<file path="config.mk">
export PLATFORM = sky130hd
export DESIGN_NAME = div_iter
export DESIGN_NICKNAME = d
export VERILOG_FILES = /design/src/rtl/multdiv_pkg.sv /design/src/rtl/div_step.sv /design/src/rtl/div_iter.sv
export SDC_FILE = /design/constraint.sdc
export NUM_CORES = 1
export LEC_CHECK = 0
export ABC_AREA = 1
export CORE_ASPECT_RATIO = 0.6
export CORE_MARGIN = 2
export CORE_UTILIZATION = 45
export DETAILED_ROUTE_END_ITERATION = 6
export PLACE_DENSITY = 0.67
export SLEW_MARGIN = 20
export SYNTH_ARGS = -nofsm -noshare
export SYNTH_HDL_FRONTEND = slang
export SYNTH_HIERARCHICAL = 1
export SYNTH_SLANG_ARGS = --single-unit
</file>
<file path="constraint.sdc">
create_clock -name clock -period 2.2 [get_ports clock]
set_input_delay 0.33 -clock clock [delete_from_list [all_inputs] [get_ports clock]]
set_output_delay 0.33 -clock clock [all_outputs]
set_load 0.05 [all_outputs]
</file>
<file path="src/rtl/multdiv_pkg.sv">
// ---------------------------------------------------------------------------
// multdiv_pkg
// Shared definitions for the multdiv unit (Booth multiplier and iterative
// divider): divider FSM state type, default widths, the most negative
// two's-complement operand, and exception codes common to both datapaths.
// No ports.
// ---------------------------------------------------------------------------
package multdiv_pkg;

  // Default operand width and iteration counter width (2^CNT_W > WIDTH).
  localparam int DIV_WIDTH = 32;
  localparam int DIV_CNT_W = 6;

  // Most negative 32-bit operand; the only dividend that can overflow.
  localparam logic [31:0] INT_MIN = 32'h8000_0000;

  // Exception codes shared with the multiplier overflow check.
  localparam logic [1:0] EXC_NONE     = 2'd0;
  localparam logic [1:0] EXC_DIV_ZERO = 2'd1;
  localparam logic [1:0] EXC_OVERFLOW = 2'd2;

  typedef enum logic [1:0] {
    IDLE = 2'd0,
    RUN  = 2'd1,
    FIX  = 2'd2,
    DONE = 2'd3
  } div_state_t;

endpackage : multdiv_pkg

</file>
<file path="src/rtl/div_step.sv">
// ---------------------------------------------------------------------------
// div_step
// One combinational restoring-division step on unsigned magnitudes.
// Shifts the next dividend bit into the partial remainder and subtracts the
// divisor; keeps the difference when it is non-negative.
// Ports:
//   i_r      partial remainder before the step (WIDTH+1 bits)
//   i_q_msb  dividend/quotient register msb shifted into the remainder
//   i_d      divisor magnitude (WIDTH bits)
//   o_r      partial remainder after the step
//   o_q_bit  quotient bit produced by this step
// ---------------------------------------------------------------------------
module div_step
  import multdiv_pkg::*;
#(
  parameter int WIDTH = DIV_WIDTH
) (
  input  logic [WIDTH:0]   i_r,
  input  logic             i_q_msb,
  input  logic [WIDTH-1:0] i_d,
  output logic [WIDTH:0]   o_r,
  output logic             o_q_bit
);

  // One guard bit beyond the remainder width so the borrow is the sign.
  logic [WIDTH+1:0] w_shift;
  logic [WIDTH+1:0] w_diff;

  assign w_shift = {i_r, i_q_msb};
  assign w_diff  = w_shift - {2'b00, i_d};

  // Restore (keep the shifted remainder) when the subtraction borrows.
  always_comb begin
    o_r     = w_shift[WIDTH:0];
    o_q_bit = 1'b0;
    if (w_diff[WIDTH+1] == 1'b0) begin
      o_r     = w_diff[WIDTH:0];
      o_q_bit = 1'b1;
    end else begin
      o_r     = w_shift[WIDTH:0];
      o_q_bit = 1'b0;
    end
  end

endmodule : div_step

</file>
<file path="src/rtl/div_iter.sv">
// ---------------------------------------------------------------------------
// div_iter
// Iterative signed divider: one quotient bit per cycle on operand
// magnitudes, then sign fix-up. Divide-by-zero and INT_MIN / -1 skip the
// iteration and report an exception with a zero result.
// Ports:
//   clock           rising-edge clock
//   reset           synchronous active-high reset
//   ctrl_DIV        single-cycle start pulse; operands sampled on that edge,
//                   also aborts and restarts an op in progress
//   data_dividend   two's-complement dividend
//   data_divisor    two's-complement divisor
//   data_result     quotient truncated toward zero, held until next result
//   data_exception  exception flag, held with data_result
//   data_resultRDY  one-cycle pulse marking a valid result
//   busy            high while iterating or fixing the sign
// ---------------------------------------------------------------------------
module div_iter
  import multdiv_pkg::*;
#(
  parameter int WIDTH = DIV_WIDTH,
  parameter int CNT_W = DIV_CNT_W
) (
  input  logic             clock,
  input  logic             reset,
  input  logic             ctrl_DIV,
  input  logic [WIDTH-1:0] data_dividend,
  input  logic [WIDTH-1:0] data_divisor,
  output logic [WIDTH-1:0] data_result,
  output logic             data_exception,
  output logic             data_resultRDY,
  output logic             busy
);

  localparam logic [CNT_W-1:0] LAST_CNT = CNT_W'(WIDTH - 1);
  localparam logic [CNT_W-1:0] CNT_ONE  = CNT_W'(1);
  localparam logic [WIDTH-1:0] W_ZERO   = {WIDTH{1'b0}};
  localparam logic [WIDTH-1:0] W_ONES   = {WIDTH{1'b1}};
  localparam logic [WIDTH-1:0] W_MIN    = {1'b1, {(WIDTH-1){1'b0}}};

  // Magnitude of a two's-complement value; INT_MIN maps onto itself,
  // which is the correct unsigned magnitude.
  function automatic logic [WIDTH-1:0] abs_val(input logic [WIDTH-1:0] v);
    return v[WIDTH-1] ? -v : v;
  endfunction

  div_state_t       r_state;
  logic [WIDTH-1:0] r_q;
  logic [WIDTH-1:0] r_d;
  logic [WIDTH:0]   r_r;
  logic [CNT_W-1:0] r_cnt;
  logic             r_sign_a;
  logic             r_sign_b;
  logic [1:0]       r_exc_code;

  logic [WIDTH:0]   w_r_next;
  logic             w_q_bit;
  logic [1:0]       w_exc_code;

  div_step #(.WIDTH(WIDTH)) u_step (
    .i_r     (r_r),
    .i_q_msb (r_q[WIDTH-1]),
    .i_d     (r_d),
    .o_r     (w_r_next),
    .o_q_bit (w_q_bit)
  );

  // Classify the incoming operands before the iteration is committed.
  always_comb begin
    w_exc_code = EXC_NONE;
    if (data_divisor == W_ZERO) begin
      w_exc_code = EXC_DIV_ZERO;
    end else if ((data_dividend == W_MIN) && (data_divisor == W_ONES)) begin
      w_exc_code = EXC_OVERFLOW;
    end else begin
      w_exc_code = EXC_NONE;
    end
  end

  // Divider FSM with datapath registers and registered outputs.
  always_ff @(posedge clock) begin
    if (reset) begin
      r_state        <= IDLE;
      r_q            <= W_ZERO;
      r_d            <= W_ZERO;
      r_r            <= {(WIDTH+1){1'b0}};
      r_cnt          <= {CNT_W{1'b0}};
      r_sign_a       <= 1'b0;
      r_sign_b       <= 1'b0;
      r_exc_code     <= EXC_NONE;
      data_result    <= W_ZERO;
      data_exception <= 1'b0;
      data_resultRDY <= 1'b0;
      busy           <= 1'b0;
    end else begin
      data_resultRDY <= 1'b0;
      if (ctrl_DIV) begin
        // A start in any state discards the op in flight.
        r_q        <= abs_val(data_dividend);
        r_d        <= abs_val(data_divisor);
        r_r        <= {(WIDTH+1){1'b0}};
        r_cnt      <= {CNT_W{1'b0}};
        r_sign_a   <= data_dividend[WIDTH-1];
        r_sign_b   <= data_divisor[WIDTH-1];
        r_exc_code <= w_exc_code;
        if (w_exc_code != EXC_NONE) begin
          r_state <= DONE;
          busy    <= 1'b0;
        end else begin
          r_state <= RUN;
          busy    <= 1'b1;
        end
      end else begin
        case (r_state)
          IDLE: begin
            r_state <= IDLE;
          end
          RUN: begin
            r_r   <= w_r_next;
            r_q   <= {r_q[WIDTH-2:0], w_q_bit};
            r_cnt <= r_cnt + CNT_ONE;
            if (r_cnt == LAST_CNT) begin
              r_state <= FIX;
            end else begin
              r_state <= RUN;
            end
          end
          FIX: begin
            r_q     <= (r_sign_a ^ r_sign_b) ? -r_q : r_q;
            r_state <= DONE;
            busy    <= 1'b0;
          end
          DONE: begin
            data_result    <= (r_exc_code != EXC_NONE) ? W_ZERO : r_q;
            data_exception <= (r_exc_code != EXC_NONE);
            data_resultRDY <= 1'b1;
            r_state        <= IDLE;
          end
          default: begin
            r_state <= IDLE;
            busy    <= 1'b0;
          end
        endcase
      end
    end
  end

endmodule : div_iter
</file>
==> results of run 1 <==
==> repair_timing <==
item,in CTS,in global routing
endpoints found under the setup margin,34,34
pin swaps,76,71
gates resized for setup,177,150
setup buffers,23,11
cloned,8,1
==> cells in the mapped netlist, types with 28 or more instances <==
cell type  count
a21oi_1       80
a22oi_1       32
clkbuf_1      31
dfxtp_1      144
ha_1          37
inv_1        311
nand2_1      580
nand3_1      213
nand4_1       28
nor2_1       309
o21ai_0      135
xor2_1        31
==> path summary, 6_finish.rpt <==
check            end  slack (ps)  depth (start not counted)
max reg2reg  r_r[27]        -140                         16
max          r_r[27]        -140                         16
min          r_d[23]         270                          2
min reg2reg  r_d[17]         460                          2
==> sequential cells by signal, indices dropped and copies added, names as in the netlist <==
signal and count:
busy 1, r_state 2, r_q 32, r_r 33, r_d 32, r_cnt 6, data_result 32, data_exception 1
r_sign_b 1, r_exc_code 2, r_sign_a 1, data_resultRDY 1
==> kinds of logic (layout without fill, tap and decap cells) <==
group	Yosys count	after routing	share of synthesized area, %
and+or+nand+nor	1208	1208	43.4
xor gates and xnor gates	32	32	2.36
adders and majority gates	38	38	4.07
buffers and inverters	388	710	13.1
AOI/OAI and AO/OA	277	277	12.8
DFF	144	144	24.3
other	0	1	0
==> layout by cell type, fill, tap and decap left out, drive strengths merged, types with 3 or more instances in the layout <==
cell type,instances
buf,259
clkdlybuf4s50,100
o21ai,143
or2,6
o22ai,3
inv,324
a32o,3
bufinv,3
nand3b,4
dfxtp,144
and2,12
nand3,220
nand4,28
o211ai,5
nor2,317
a31oi,5
o21bai,4
nand2,592
xor2,31
a22oi,32
ha,37
clkinvlp,3
a21oi,80
nor3,24
clkbuf,20
==> power groups by stage <==
stage	Sequential (mW)	Clock (mW)	Combinational [mW]
after detailed placement	2.93	0	3.55
final	2.92	3.15	4.59
after global placement	2.93	0	3.55
after floorplan	2.89	0	2.03
after CTS	2.90	3.18	4.03
after global routing	2.93	3.29	4.89
==> metal layers <==
| metal | part of all wire [%] | vias to the layer above | wire (um) | GRT usage, % |
|---|---|---|---|---|
| met2 | 34 | 892 | 17700 | 44.0 |
| li1 | - | 7253 | - | - |
| met5 | 0.16 | - | 82 | 1.72 |
| met4 | 1.0 | 4 | 513 | 6.45 |
| met3 | 16 | 63 | 8030 | 14.3 |
| met1 | 49 | 6848 | 25100 | 59.3 |
==> worst max-delay path: cells and delay by family (launching register included) <==
family	cells	cell delay (ps)
buffers and inverters	4	570
AO/OA/AOI/OAI	2	190
flip-flops	1	390
AND/OR/NAND/NOR	9	820
adder cells (fa/ha/maj)	1	240
==> stage by stage <==
step | setup slack [ps] | cells | hold slack, ps | util [%]
after floorplan | 115 | 2087 | 426 | -
after global placement | -210 | 2686 | 440 | 57.4
after detailed placement | -276 | 2686 | 445 | 57.4
after CTS | -29.2 | 2749 | 248 | 64.0
after global routing | -196 | 2761 | 273 | 66.4
final | -139 | 2762 | 268 | 66.4
==> cell type report <==
class / instances / area, sq um
diodes: 1 / 2.50
clock buffers: 19 / 443
clock inverters: 13 / 174
fillers: 2348 / 8600
inverters: 318 / 1210
multi-input cells: 1555 / 8520
flip-flops and latches: 144 / 2930
well taps: 352 / 440
repair buffers: 360 / 3290
==> metrics, run 1 <==
status finished, violations left; violated checks setup timing; H-tree Lvls 4; global-route wire length before repair 76,400 um; crit share post-route 106%; layout cells sized above 1 between 20 and 30%; Overflow after GRT 0; GPL Wtd Cong 1.02; via/cell ratio 5.45; DRT Pass-1 Iters 6; port bufs 101; top cells by area, synth dfxtp_1 (24%), nand2_1 (18%), inv_1 (9.8%); number of synthesized flops with an enable pin 0; FP Rows between 40 and 50; DRC viols 0; Avg Inst Size Synth between 5 and 6 sq um; Setup Skew 9.96 ps; min-delay worst type input port to register; Setup TNS -3070 ps; top fanout value on the critical path 6; delay of the slowest critical-path stage between 300 and 400 ps; max-slew violations 0; clk buf depth 2; clk sinks 144; DIE WIDTH 214 um; Worst R2R Start r_r[18]; height of the die 130 um; DRT iter0 DRCs 2,005; synthesized instance count about 2,100; GRT Overall Usage 36.9%; max_cap viols 0; Worst-path clk slew around 60 ps; Layout Nets 2,501; crit path DAT 2680 ps; P_sw about 4.2 mW; P_leak 8.23 nW; CP max stage cell dfxtp_1; launch point of the worst hold path ctrl_DIV; area of the mapped netlist roughly 12,000 sq um; YS warnings 6; vias in the first global route about 13,000; FF+latch count, synth ~140; crit path kind register to register; Seq/Total Area, Yosys 24.3%; Routed Antenna Nets 0; min setup slack post-route -139 ps; Mapped Nets around 2,200; Tot Pwr 10.7 mW; Pwr per Cell Area 627 nW/um^2; largest net degree at the start of global routing 54; Initial Utilization a little under half; nature of the critical path endpoint register; async set-reset flop share out of synthesis 0%; hpwl dp 38,400 um; placed inst area between 10,000 and 15,000 sq um; Yosys top cell area share 24.3%; fin area 17,000 sq um; worst vdd ir 587 uV; Vias roughly 15,000; Worst Tran Pin Value 658 ps; critical path data required time 2540 ps; Pint 6.46 mW; Synth cell types 44; CTS root buffer clkbuf_16; Setup violations, final 34; crit path from r_r[18]; clk_lat worst skew roughly 450 ps; most used cell, CP nand2_2; Hold Buf Count CTS 0; Seq pwr share 27.4%; fmax 0.427 GHz; Sw Ratio 39.5%; initial antenna violation count 1; post-synth top area cell dfxtp_1; Slew headroom between 50% and 60%; Clk network pwr share between 20% and 30%; Final min period 2340 ps; Comb power frac between 40 and 50%; Primary FF master, synth dfxtp_1; final WL just over 50,000 um; die footprint 27,700 sq um; # IOs 102; startpoint types register; unrepaired setup endpoints after global routing yes; P&R area growth vs syn 43.4%; CTS tree done; critical-path cell list ha_4, nand2_2, inv_1, nand2_2, nand2_2, nand2_2, a21oi_2, nor2_2, buf_6, nand3_4, buf_12, buf_12, nand3_2, nand2_1, o21ai_1, nor2_1; core area 25,600 sq um; wire per inst roughly 19 um; final hold vios 0; TritonCTS Buffers 17
(Power assumes the default switching activity.)
==> run 2: changes to the inputs <==
- PLACE_DENSITY: 0.67 -> 0.72
- SLEW_MARGIN: 20 -> default
==> run 2 against run 1 <==
Net effect: the run still ends with setup timing left; first-iteration DRC count up 8.5%; critical path depth rose by 2; final cell count fell by 1.1%; critical path type unchanged; via count is essentially flat; clock-buffer cell count is 3 higher; register-to-register slack worse by 40 ps; worst hold slack worse by 61 ps; utilization shrank 1.6 points; final area down 2.5%; non-clock buffer count fell by 42.
==> metrics, run 2 (same netlist as run 1, synthesis figures left out) <==
top fanout value on the critical path 7 (was 6); Routed Antenna Nets 0 (unchanged); Vias 15,000 (was 15,100); Setup TNS -3440 ps (was -3070 ps); GRT Overall Usage 34.0% (was 36.9%); crit path DAT 2700 ps (was 2680 ps); Slew headroom 57.7% (was 55.7%); largest net degree at the start of global routing 53 (was 54); violated checks setup timing (unchanged); TritonCTS Buffers 17 (unchanged); CTS tree done (unchanged); critical-path cell list inv_2, ha_4, nand2_1, nand2_1, nand2_2, nand2_2, nand2_2, nand3_4, nand2_4, nand2_4, nand2_4, buf_4, nand3_4, buf_6, nand3_1, nand2_1, nor2_1, nor2_1 (was ha_4, nand2_2, inv_1, nand2_2, nand2_2, nand2_2, a21oi_2, nor2_2, buf_6, nand3_4, buf_12, buf_12, nand3_2, nand2_1, o21ai_1, nor2_1); DRT iter0 DRCs 2,175 (was 2,005); commonest non-fill, non-tap cells in the layout nand2_1 (542), nor2_1 (295), inv_1 (285) (was nand2_1 (512), nor2_1 (287), inv_1 (274)); crit share post-route 108% (was 106%); startpoint types register (unchanged); Final min period 2380 ps (was 2340 ps); max-slew violations 0 (unchanged); final hold vios 0 (unchanged); core area 25,600 sq um (unchanged); placed inst area 14,500 sq um (was 14,700 sq um); delay of the slowest critical-path stage 350 ps (was 390 ps); Worst-path clk slew 60 ps (about the same); worst slack, placed -236 ps (was -276 ps); nature of the critical path endpoint register (unchanged); clk_lat worst skew 440 ps (was 450 ps); # IOs 102 (unchanged); min setup slack post-route -182 ps (was -139 ps); P&R area growth vs syn 39.8% (was 43.4%); status finished, violations left (unchanged); crit path kind register to register (unchanged); Setup Skew 4.81 ps (was 9.96 ps); wire per inst 18.3 um (was 18.6 um); vias in the first global route 12,600 (was 13,000); fmax 0.420 GHz (was 0.427 GHz); CP max stage cell dfxtp_2 (was dfxtp_1); clk buf depth 2 (unchanged); Pwr per Cell Area 619 nW/um^2 (was 627 nW/um^2); DRT Pass-1 Iters 6 (unchanged); Largest Register r_r (unchanged); Hold Path Stages 2 (unchanged); critical path data required time 2520 ps (was 2540 ps); height of the die 130 um (unchanged); WHS 207 ps (was 268 ps); max_cap viols 0 (unchanged); final WL 50,000 um (was 51,400 um); P_leak 7.98 nW (was 8.23 nW); unrepaired setup endpoints after global routing yes (unchanged); global-route wire length before repair 71,800 um (was 76,400 um); DRC viols 0 (unchanged); min-delay worst type input port to register (unchanged); die footprint 27,700 sq um (unchanged); FP Rows 45 (unchanged); worst vdd ir 491 uV (was 587 uV); via/cell ratio 5.51 (was 5.45); layout cells sized above 1 21.3% (was 25.1%); most common cell after layout, fill and taps aside nand2_1 (unchanged); Initial Utilization 46.3% (unchanged); Overflow after GRT 0 (unchanged); Largest register FFs 33 (unchanged); hpwl dp 36,400 um (was 38,400 um); initial antenna violation count 2 (was 1); H-tree Lvls 4 (unchanged); Layout Nets 2,469 (was 2,501); clk sinks 144 (unchanged); CTS root buffer clkbuf_16 (unchanged); FILL cells 2,360 (was 2,348); Setup violations, final 34 (unchanged); Worst Tran Pin Value 634 ps (was 658 ps); port bufs 101 (unchanged); worst reg2reg path depth 18 (was 16); fin area 16,600 sq um (was 17,000 sq um); GPL Wtd Cong 0.970 (was 1.02); DIE WIDTH 214 um (unchanged)
[run 2: cell types whose count changed in the layout (fill, tap and decap cells not counted), moves of 7 or more]
cell	change
buf_4	-37
inv_1	+11
inv_4	-7
nand2_1	+30
nand2_2	-27
nand2_8	+11
nand3_1	+7
nor2_1	+8
nor2_2	-7
[run 2: through the flow]
step	total power, mW	utilization [%]	instances
6_report	10.3	64.8	2731
2_1_floorplan	4.92	-	2087
3_3_place_gp	6.32	56.5	2662
3_5_place_dp	6.35	56.5	2662
4_1_cts	9.56	61.7	2709
5_1_grt	10.7	64.8	2731
[run 2: final cells by class]
cell class                 instances  area [sq um]  area share (%)
antenna                            2          5.00          0.0302
clock buffer                      22           464            2.80
clock inverter                    10          86.3           0.520
inverter                         318          1200            7.23
multi-input combinational       1565          8570            51.6
sequential                       144          2930            17.7
tap                              352           440            2.65
timing repair buffer             318          2900            17.5
[run 2: layer usage]
metal,track usage [%],vias to the layer above,wire [um]
li1,-,7202,-
met1,55.3,6818,23600
met2,40.8,972,17900
met3,11.8,53,7830
met4,6.74,0,664
met5,0,-,0
[run 2: timing repair]
action                                  4_1_cts  5_1_grt
setup buffers                                 9       10
pin swaps                                    29       82
endpoints found under the setup margin       34       34
hold buffers                                  0        0
resized for setup                           112      145
cloned                                        6       10
[run 2: path summary, 6_finish.rpt]
check                 from      end  slack, ps
setup reg to reg    r_d[2]  r_r[17]       -180
hold reg to reg    r_d[12]  r_d[12]        450
hold / removal    ctrl_DIV     busy        210
setup / recovery    r_d[2]  r_r[17]       -180
[run 2: where the power goes]
part	switching (mW)	internal [mW]	total (mW)
logic	2.67	1.88	4.55
registers	0.178	2.75	2.92
clock network	1.19	1.61	2.80
total	4.04	6.23	10.3
[run 2: critical path, delay by kind of cell (launching register included)]
family,cells,cell delay [ps]
adders and majority gates,1,230
and+or+nand+nor,14,1260
buffers and inverters,3,420
DFF,1,350
==> run 3: changes to the inputs <==
- PLACE_DENSITY: 0.72 -> 0.7
- clock period: 2.2 -> 2.35 ns (I/O delays scaled with it)
==> run 3 against run 2 <==
Net effect: the flow still finishes with violations (setup timing); clock-buffer cell count is 1 lower; clock skew rose by 6.9 ps; wire length down 7.1%; utilization shrank 4.5 points; worst hold slack gained 200 ps; sequential share of layout area up 1.3 points.
==> metrics, run 3 (same netlist as run 1, synthesis figures left out) <==
DIE WIDTH 214 um (unchanged); final WL 46,400 um (was 50,000 um); DRC viols 0 (unchanged); worst vdd ir 393 uV (was 491 uV); Hold Buf Count CTS 0 (unchanged); layout cells sized above 1 15.8% (was 21.3%); H-tree Lvls 4 (unchanged); initial antenna violation count 0 (was 2); port bufs 101 (unchanged); commonest non-fill, non-tap cells in the layout nand2_1 (538), nor2_1 (295), inv_1 (294) (was nand2_1 (542), nor2_1 (295), inv_1 (285)); fin area 15,400 sq um (was 16,600 sq um); Setup TNS -42.4 ps (was -3440 ps); CTS root buffer clkbuf_16 (unchanged); Setup violations, final 1 (was 34); clk_lat worst skew 440 ps (about the same); startpoint types register (unchanged); Routed Antenna Nets 0 (unchanged); violated checks setup timing (unchanged); P&R area growth vs syn 30.1% (was 39.8%); Final min period 2390 ps (was 2380 ps); Vias 14,200 (was 15,000); placed inst area 13,900 sq um (was 14,500 sq um); # IOs 102 (unchanged); Worst R2R Start r_d[6] (was r_d[2]); fmax 0.418 GHz (was 0.420 GHz); global-route wire length before repair 68,100 um (was 71,800 um); core area 25,600 sq um (unchanged); nature of the critical path endpoint register (unchanged); DRT iter0 DRCs 2,086 (was 2,175); TritonCTS Buffers 17 (unchanged); Comb power frac 39.7% (was 44.3%); max_cap viols 0 (unchanged); Worst Tran Pin Value 525 ps (was 634 ps); Largest Register r_r (unchanged); Layout Nets 2,370 (was 2,469); min-delay worst type input port to register (unchanged); status finished, violations left (unchanged); GRT Overall Usage 32.3% (was 34.0%); Setup Skew 11.7 ps (was 4.81 ps); vias in the first global route 11,900 (was 12,600); crit path to r_r[11] (was r_r[17]); Slew headroom 64.7% (was 57.7%); Worst-path clk slew 70 ps (was 60 ps); crit path DAT 2710 ps (was 2700 ps); Initial Utilization 46.3% (unchanged); most common cell after layout, fill and taps aside nand2_1 (unchanged); placed cells 2,579 (was 2,662); WHS 402 ps (was 207 ps); R2R setup slack -40 ps (was -180 ps); GPL Wtd Cong 0.968 (was 0.970); final hold vios 0 (unchanged); Pwr per Cell Area 583 nW/um^2 (was 619 nW/um^2); critical path data required time 2670 ps (was 2520 ps); FP Rows 45 (unchanged); Largest register FFs 33 (unchanged); hpwl dp 35,600 um (was 36,400 um); P_sw 3.51 mW (was 4.04 mW); clk buf depth 2 (unchanged); worst reg2reg path depth 18 (unchanged); via/cell ratio 5.41 (was 5.51); Sw Ratio 39.0% (was 39.4%); RR Endpoint r_r[11] (was r_r[17]); Overflow after GRT 0 (unchanged); CTS tree done (unchanged); die footprint 27,700 sq um (unchanged); P_leak 7.45 nW (was 7.98 nW); top fanout value on the critical path 6 (was 7); crit share post-route 102% (was 108%); height of the die 130 um (unchanged); Clk network pwr share 29.9% (was 27.3%); fin util 60.3% (was 64.8%); wire per inst 17.6 um (was 18.3 um); unrepaired setup endpoints after global routing yes (unchanged); min setup slack post-route -42.4 ps (was -182 ps); max-slew violations 0 (unchanged); largest net degree at the start of global routing 59 (was 53); crit path from r_d[6] (was r_d[2]); worst slack, placed -161 ps (was -236 ps); Tot Pwr 9.00 mW (was 10.3 mW); crit path kind register to register (unchanged); Pint 5.49 mW (was 6.23 mW); clk sinks 144 (unchanged); Final Non-Filler Cells 2,631 (was 2,731); DRT Pass-1 Iters 6 (unchanged); Seq pwr share 30.3% (was 28.5%)
[run 3: cell types whose count changed in the layout (fill, tap and decap cells not counted), sizes merged]
cell and delta:
buf -90, inv +2, nand2 -10, clkinvlp -1, diode -1
[run 3: what timing repair did]
action | in CTS | in global routing
hold endpoints to repair | 0 | 0
pin swaps | 1 | 45
endpoints found under the setup margin | 27 | 34
gates resized for setup | 6 | 184
buffers inserted | 1 | 14
cloned | 0 | 4
[run 3: layer usage]
layer  part of all wire (%)  wire [um]  up-vias  track usage (%)
met5                   0.18         83        -             2.24
met4                   0.86        398        2             5.35
met1                     48      22500     6447             52.6
li1                       -          -     6984                -
met2                     36      16500      776             39.0
met3                     15       6900       33             11.0
[run 3: final cells by class]
cell class	instances	area, sq um
well taps	352	440
repair buffers	229	2140
clock inverters	11	106
flip-flops and latches	144	2920
fillers	2524	10200
multi-input cells	1555	8170
diodes	1	2.50
clock buffers	21	470
inverters	318	1190
[run 3: worst min path at each step]
stage / startpoint / to / slack [ps] / cells past startpoint
5_1_grt: ctrl_DIV / r_exc_code[0] / 410 / 2
3_5_place_dp: r_d[15] / r_d[15] / 440 / 2
3_3_place_gp: r_d[7] / r_d[7] / 440 / 2
6_report: ctrl_DIV / r_exc_code[0] / 400 / 2
2_1_floorplan: r_d[10] / r_d[10] / 430 / 2
4_1_cts: ctrl_DIV / r_exc_code[0] / 390 / 2
[run 3: power by group through the flow]
stage	clock [mW]	combinational (mW)	sequential [mW]
6_report	2.69	3.57	2.73
5_1_grt	2.81	3.88	2.74
4_1_cts	2.70	3.09	2.70
3_5_place_dp	0	3.05	2.75
3_3_place_gp	0	3.03	2.75
2_1_floorplan	0	1.90	2.71
[run 3: worst max-delay path: stages (launching register included)]
cell and delay (ps):
dfxtp_2 320, inv_2 90, ha_4 220, nand2_1 80
nand2_2 80, nand2_2 70, nand2_2 60, inv_2 60
nand3_4 90, nand2_4 100, nand2_4 60, nand2_4 70
buf_6 120, nand3_4 210, buf_12 230, nand3_1 80
nand2_1 50, o21ai_0 210, nor2_1 70
